==> src/rtl/qspi_flash_rd_seq.sv <==
// Single-lane SPI (mode 0) read sequencer: CMD + 24-bit address on DQ0, 32 data bits from DQ1.
// Returns one little-endian word per request on a valid/ready response channel.
module qspi_flash_rd_seq #(
    parameter int unsigned DIV    = 2,
    parameter logic [7:0]  RD_CMD = 8'h03
) (
    input  logic        clk,
    input  logic        rst_n,
    input  logic        req_valid,
    output logic        req_ready,
    input  logic [23:0] req_addr,
    output logic        rsp_valid,
    input  logic        rsp_ready,
    output logic [31:0] rsp_data,
    output logic        busy,
    output logic        sck,
    output logic        cs_n,
    output logic [3:0]  dq_o,
    output logic [3:0]  dq_oe,
    input  logic [3:0]  dq_i
);

    localparam int unsigned CNT_W = (DIV > 1) ? $clog2(DIV) : 1;
    localparam logic [CNT_W-1:0] DIV_LAST = CNT_W'(DIV - 1);
    localparam logic [5:0] BIT_CMD_LAST  = 6'd7;
    localparam logic [5:0] BIT_ADDR_LAST = 6'd31;
    localparam logic [5:0] BIT_DATA_LAST = 6'd63;

    typedef enum logic [2:0] {
        S_IDLE,
        S_CMD,
        S_ADDR,
        S_DATA,
        S_GAP,
        S_RESP
    } state_t;

    state_t           state_q, state_d;
    logic [CNT_W-1:0] div_q, div_d;
    logic [5:0]       bit_q, bit_d;
    logic [30:0]      out_sr_q, out_sr_d;
    logic [31:0]      in_sr_q, in_sr_d;
    logic             req_ready_q, req_ready_d;
    logic             rsp_valid_q, rsp_valid_d;
    logic [31:0]      rsp_data_q, rsp_data_d;
    logic             busy_q, busy_d;
    logic             sck_q, sck_d;
    logic             cs_n_q, cs_n_d;
    logic [3:0]       dq_o_q, dq_o_d;
    logic [3:0]       dq_oe_q, dq_oe_d;

    // Only DQ1 carries read data in single-lane mode
    logic unused_dq;
    assign unused_dq = ^{dq_i[3:2], dq_i[0]};

    // State and output registers
    always_ff @(posedge clk) begin
        if (!rst_n) begin
            state_q     <= S_IDLE;
            div_q       <= '0;
            bit_q       <= '0;
            out_sr_q    <= '0;
            in_sr_q     <= '0;
            req_ready_q <= 1'b0;
            rsp_valid_q <= 1'b0;
            rsp_data_q  <= '0;
            busy_q      <= 1'b0;
            sck_q       <= 1'b0;
            cs_n_q      <= 1'b1;
            dq_o_q      <= '0;
            dq_oe_q     <= '0;
        end else begin
            state_q     <= state_d;
            div_q       <= div_d;
            bit_q       <= bit_d;
            out_sr_q    <= out_sr_d;
            in_sr_q     <= in_sr_d;
            req_ready_q <= req_ready_d;
            rsp_valid_q <= rsp_valid_d;
            rsp_data_q  <= rsp_data_d;
            busy_q      <= busy_d;
            sck_q       <= sck_d;
            cs_n_q      <= cs_n_d;
            dq_o_q      <= dq_o_d;
            dq_oe_q     <= dq_oe_d;
        end
    end

    // Next-state and next-output logic
    always_comb begin
        state_d     = state_q;
        div_d       = div_q;
        bit_d       = bit_q;
        out_sr_d    = out_sr_q;
        in_sr_d     = in_sr_q;
        rsp_valid_d = rsp_valid_q;
        rsp_data_d  = rsp_data_q;
        sck_d       = sck_q;
        cs_n_d      = cs_n_q;
        dq_o_d      = dq_o_q;
        dq_oe_d     = dq_oe_q;

        // MISO is captured in the first cycle of each SCK high phase
        if ((state_q == S_DATA) && sck_q && (div_q == '0)) begin
            in_sr_d = {in_sr_q[30:0], dq_i[1]};
        end

        case (state_q)
            S_IDLE: begin
                if (req_valid && req_ready_q) begin
                    state_d  = S_CMD;
                    out_sr_d = {RD_CMD[6:0], req_addr};
                    div_d    = '0;
                    bit_d    = '0;
                    sck_d    = 1'b0;
                    cs_n_d   = 1'b0;
                    dq_oe_d  = 4'b1101;
                    dq_o_d   = {2'b11, 1'b0, RD_CMD[7]};
                end
            end
            S_CMD, S_ADDR, S_DATA: begin
                if (div_q != DIV_LAST) begin
                    div_d = div_q + CNT_W'(1);
                end else begin
                    div_d = '0;
                    if (!sck_q) begin
                        sck_d = 1'b1;
                    end else begin
                        sck_d = 1'b0;
                        bit_d = bit_q + 6'd1;
                        if (bit_q == BIT_DATA_LAST) begin
                            state_d    = S_GAP;
                            cs_n_d     = 1'b1;
                            dq_o_d     = '0;
                            dq_oe_d    = '0;
                            rsp_data_d = {in_sr_d[7:0], in_sr_d[15:8],
                                          in_sr_d[23:16], in_sr_d[31:24]};
                        end else begin
                            if (bit_q == BIT_CMD_LAST) begin
                                state_d = S_ADDR;
                            end else if (bit_q == BIT_ADDR_LAST) begin
                                state_d = S_DATA;
                            end
                            // DQ0 is released once the address has been sent
                            if ((bit_q == BIT_ADDR_LAST) || (state_q == S_DATA)) begin
                                dq_oe_d[0] = 1'b0;
                                dq_o_d[0]  = 1'b0;
                            end else begin
                                dq_o_d[0] = out_sr_q[30];
                                out_sr_d  = {out_sr_q[29:0], 1'b0};
                            end
                        end
                    end
                end
            end
            S_GAP: begin
                if (div_q != DIV_LAST) begin
                    div_d = div_q + CNT_W'(1);
                end else begin
                    div_d       = '0;
                    state_d     = S_RESP;
                    rsp_valid_d = 1'b1;
                end
            end
            S_RESP: begin
                if (rsp_ready) begin
                    rsp_valid_d = 1'b0;
                    state_d     = S_IDLE;
                end
            end
            default: begin
                state_d = S_IDLE;
            end
        endcase

        req_ready_d = (state_d == S_IDLE);
        busy_d      = (state_d != S_IDLE);
    end

    assign req_ready = req_ready_q;
    assign rsp_valid = rsp_valid_q;
    assign rsp_data  = rsp_data_q;
    assign busy      = busy_q;
    assign sck       = sck_q;
    assign cs_n      = cs_n_q;
    assign dq_o      = dq_o_q;
    assign dq_oe     = dq_oe_q;

endmodule

==> config.mk <==
export PLATFORM = sky130hd
export DESIGN_NAME = qspi_flash_rd_seq
export DESIGN_NICKNAME = d
export VERILOG_FILES = /design/src/rtl/qspi_flash_rd_seq.sv
export SDC_FILE = /design/constraint.sdc
export NUM_CORES = 1
export LEC_CHECK = 0
export ABC_AREA = 1
export BUFFER_PORTS_ARGS = -buffer_cell sky130_fd_sc_hd__buf_4
export CAP_MARGIN = 20
export CORE_MARGIN = 2
export CORE_UTILIZATION = 52
export CTS_BUF_LIST = sky130_fd_sc_hd__clkbuf_8
export DETAILED_ROUTE_END_ITERATION = 8
export PLACE_DENSITY_LB_ADDON = 0.1
export SETUP_SLACK_MARGIN = 0.4
export SLEW_MARGIN = 25
export SYNTH_ARGS = -nofsm -noshare
export SYNTH_HDL_FRONTEND = slang
export SYNTH_SLANG_ARGS = --single-unit
==> constraint.sdc <==
create_clock -name clk -period 1.6 [get_ports clk]
set_clock_uncertainty 0.05 [all_clocks]
set_input_delay 0.08 -clock clk [delete_from_list [all_inputs] [get_ports clk]]
set_output_delay 0.08 -clock clk [all_outputs]
set_load 0.1 [all_outputs]
==> summary.txt <==
Floorplanning
  • Initial Utilization: 0.538
  • Core region area: a little under 0.009 mm^2
  • Die Y: approximately 99 um
  • Die width: 99.0 um
  • I/O Pins: between 70 and 80
  • # rows: 34
  • Die Area: between 0.009 and 0.01 mm^2

Placement
  • Placed inst area: ~0.0055 mm^2
  • GPL Wtd Cong: slightly above 0.8
  • HPWL Detailed: about 6.5 mm
  • IO buf count: slightly above 70
  • Post-Place Cells: a little over 800

Critical path
  • RR Startpoint: state_q[1]
  • Critical path startpoint category: flop
  • Worst-path fanout max: 8
  • Critical Path AT: approximately 2000 ps
  • WP data required: 1890 ps
  • Reg-to-reg endpoint: rsp_data[27]
  • Worst reg2reg path depth: 8
  • Critical Path Sink: rsp_data[27]
  • Crit. Startpoint: state_q[1]
  • Crit Path Class: flop to flop
  • Reg2Reg Setup Slack: -70 ps
  • Critical Path End Type: flop

Yosys
  • Primary FF master, synth: dfxtp_1
  • Main area contributors after synthesis: dfxtp_1 (48%), nand2_1 (10%), nor2_1 (8.9%), o21ai_0 (6.0%), inv_1 (5.8%)
  • Count leader, synth: nand2_1
  • Post-synthesis sequential area ratio: 0.482
  • Post-synth cell types: 27
  • Synth top area share: 0.482
  • Yosys top cell by area: dfxtp_1
  • Mapped Area: 0.00469 mm^2
  • Ys Warns: 0
  • Commonest cells in the netlist: nand2_1 (125), dfxtp_1 (113), nor2_1 (111)
  • Syn_area_per_cell: between 7 and 8 um^2
  • EDFF count, synth: 0
  • Share of synthesized registers carrying an async set or reset: 0
  • Seq cells post-synth: 113
  • Post-Syn Instances: between 600 and 700

STA
  • Fin Hold WS: ~49 ps
  • Fin Setup TNS: -124 ps
  • Worst setup margin: -71.7 ps
  • Fin crit period: about 1700 ps
  • Final setup viols: 8
  • Tcrit/Tclk final: 1.04
  • RSZ-0062 raised after global routing: true
  • Final slew viol count: 0
  • Fmax: ~0.6 GHz
  • Hold Fails Final Rpt: 0

Drt
  • # DRC: 0
  • Drt total wl: roughly 15 mm
  • Detailed Route Iter0 Violations: about 210
  • DR WL met3: ~940 um
  • Routed Antenna Nets: 0
  • Drt pass-1 iters: 6
  • Via Count: around 5000
  • Top routing layer in use: met4
  • Wire length on met2: 7.82 mm
  • Routed len/inst: approximately 17 um
  • Met1 wire length: about 6.0 mm
  • Via density per instance: ~5.5

Hold path
  • Worst Hold Depth: 5
  • Hold WC Path Type: primary input to flop

Global routing
  • First-pass GRT wire length: slightly above 20 mm
  • Vias in the first global route: approximately 4500
  • Gr usage total: 0.256
  • Initial antenna violation count: 0
  • Global route overflow: 0
  • Pin count of the biggest net entering global routing: 46

Pwr
  • PwrDens: 868 mW/mm^2
  • Maximum vdd drop: 723 uV
  • Leakage: around 3.4 nW

CTS
  • # clock sinks: between 100 and 150
  • Clk_lat worst skew: about 440 ps
  • Clock buffer depth: 2
  • CTS tree: yes
  • Clock-pin slew on the worst setup and hold paths: 80 ps
  • Num CTS Buffers: 17
  • Clock tree root driver cell: clkbuf_8
  • H-tree Lvls: 4

Finish
  • Inserted Diodes: 0
  • Final net count: 826
  • Layout area overhead: 62.1%
  • Final instance count without filler cells: just over 900
  • Share of cells above drive strength 1: 0.368
  • Design area: between 0.007 and 0.008 mm^2

Status
  • Status: finished with violations
  • Failing checks: negative setup slack

Run
  • Max_cap viols: 0
final cells by class:
class	count	area, um^2
clock inverter	15	170
fill	440	1120
multi-input combinational	434	2530
inverter	74	295
timing repair inverter	2	17.5
sequential	113	2300
clock buffer	17	234
timing repair buffer	151	1920
tap	108	135
timing repair:
item	CTS	global route
gates cloned	7	8
buffers inserted	19	8
hold buffers	26	0
hold endpoints to repair	27	0
pin swaps	17	26
endpoints found under the setup margin	141	140
gates resized for setup	115	125
critical path, stage by stage (launching register included):
cell	delay, ps
dfxtp_4	380
inv_4	50
nor3_4	230
nand3_4	170
buf_12	180
buf_16	150
nand2_4	70
o21ai_4	60
a21oi_1	220
power breakdown:
part	internal (mW)	leakage, nW	switching [mW]
Clock	1.43	0.203	1.36
Combinational	0.354	2.25	0.517
Sequential	2.89	0.929	0.0430
Total	4.68	3.38	1.92
state kept, by name, summed over array words and instances (netlist names):
signal	cells
div_q	1
in_sr_q	32
rsp_valid	1
dq_o	1
bit_q	6
cs_n	1
state_q	3
busy	1
sck	1
rsp_data	32
req_ready	1
dq_oe	2
out_sr_q	31
placed cells by master (no fill, tap or decap), types with 3 or more instances in the layout:
| cell type | n |
|---|---|
| a21oi_1 | 24 |
| a21oi_2 | 20 |
| buf_12 | 24 |
| buf_16 | 5 |
| buf_4 | 47 |
| buf_6 | 35 |
| buf_8 | 6 |
| clkbuf_16 | 8 |
| clkbuf_8 | 17 |
| dfxtp_1 | 91 |
| dfxtp_2 | 16 |
| dfxtp_4 | 6 |
| dlygate4sd3_1 | 26 |
| inv_1 | 65 |
| inv_2 | 4 |
| inv_4 | 6 |
| inv_6 | 6 |
| inv_8 | 4 |
| nand2_1 | 99 |
| nand2_2 | 13 |
| nand2_4 | 12 |
| nand2_8 | 3 |
| nand3_1 | 30 |
| nand3_2 | 13 |
| nor2_1 | 105 |
| nor2_2 | 3 |
| nor2_4 | 6 |
| o21ai_0 | 27 |
| o21ai_1 | 33 |
| o21ai_2 | 18 |
| o21ai_4 | 11 |
worst min-delay path by stage:
stage | start | slack [ps] | to
after floorplan | req_addr[0] | 180 | out_sr_q[0]
after global placement | dq_i[1] | 290 | in_sr_q[0]
after detailed placement | dq_i[1] | 330 | in_sr_q[0]
after CTS | rst_n | 30 | div_q
after global routing | rst_n | 60 | bit_q[1]
final | req_valid | 50 | out_sr_q[0]
layer usage:
metal  GRT usage  vias to the layer above
li1            -                     2362
met1       0.305                     2377
met2       0.437                      200
met3      0.0787                       50
met4      0.0885                        0
met5           0                        -
metrics by stage:
step,setup slack [ps],power [mW],utilization
3_3_place_gp,69.8,3.62,0.626
2_1_floorplan,103,3.49,-
3_5_place_dp,39.9,3.64,0.626
5_1_grt,-127,6.84,0.872
4_1_cts,82.6,6.49,0.785
6_report,-71.7,6.60,0.872
cells by family (layout without fill, tap and decap cells):
logic type	count (synthesis)	count (layout)	synth area share
buffers and inverters	118	259	0.107
other	1	2	0.000800
adders and majority gates	1	1	0.00267
AOI/OAI and AO/OA	139	139	0.151
DFF	113	113	0.482
and+or+nand+nor	292	292	0.256
(Power assumes the default switching activity.)
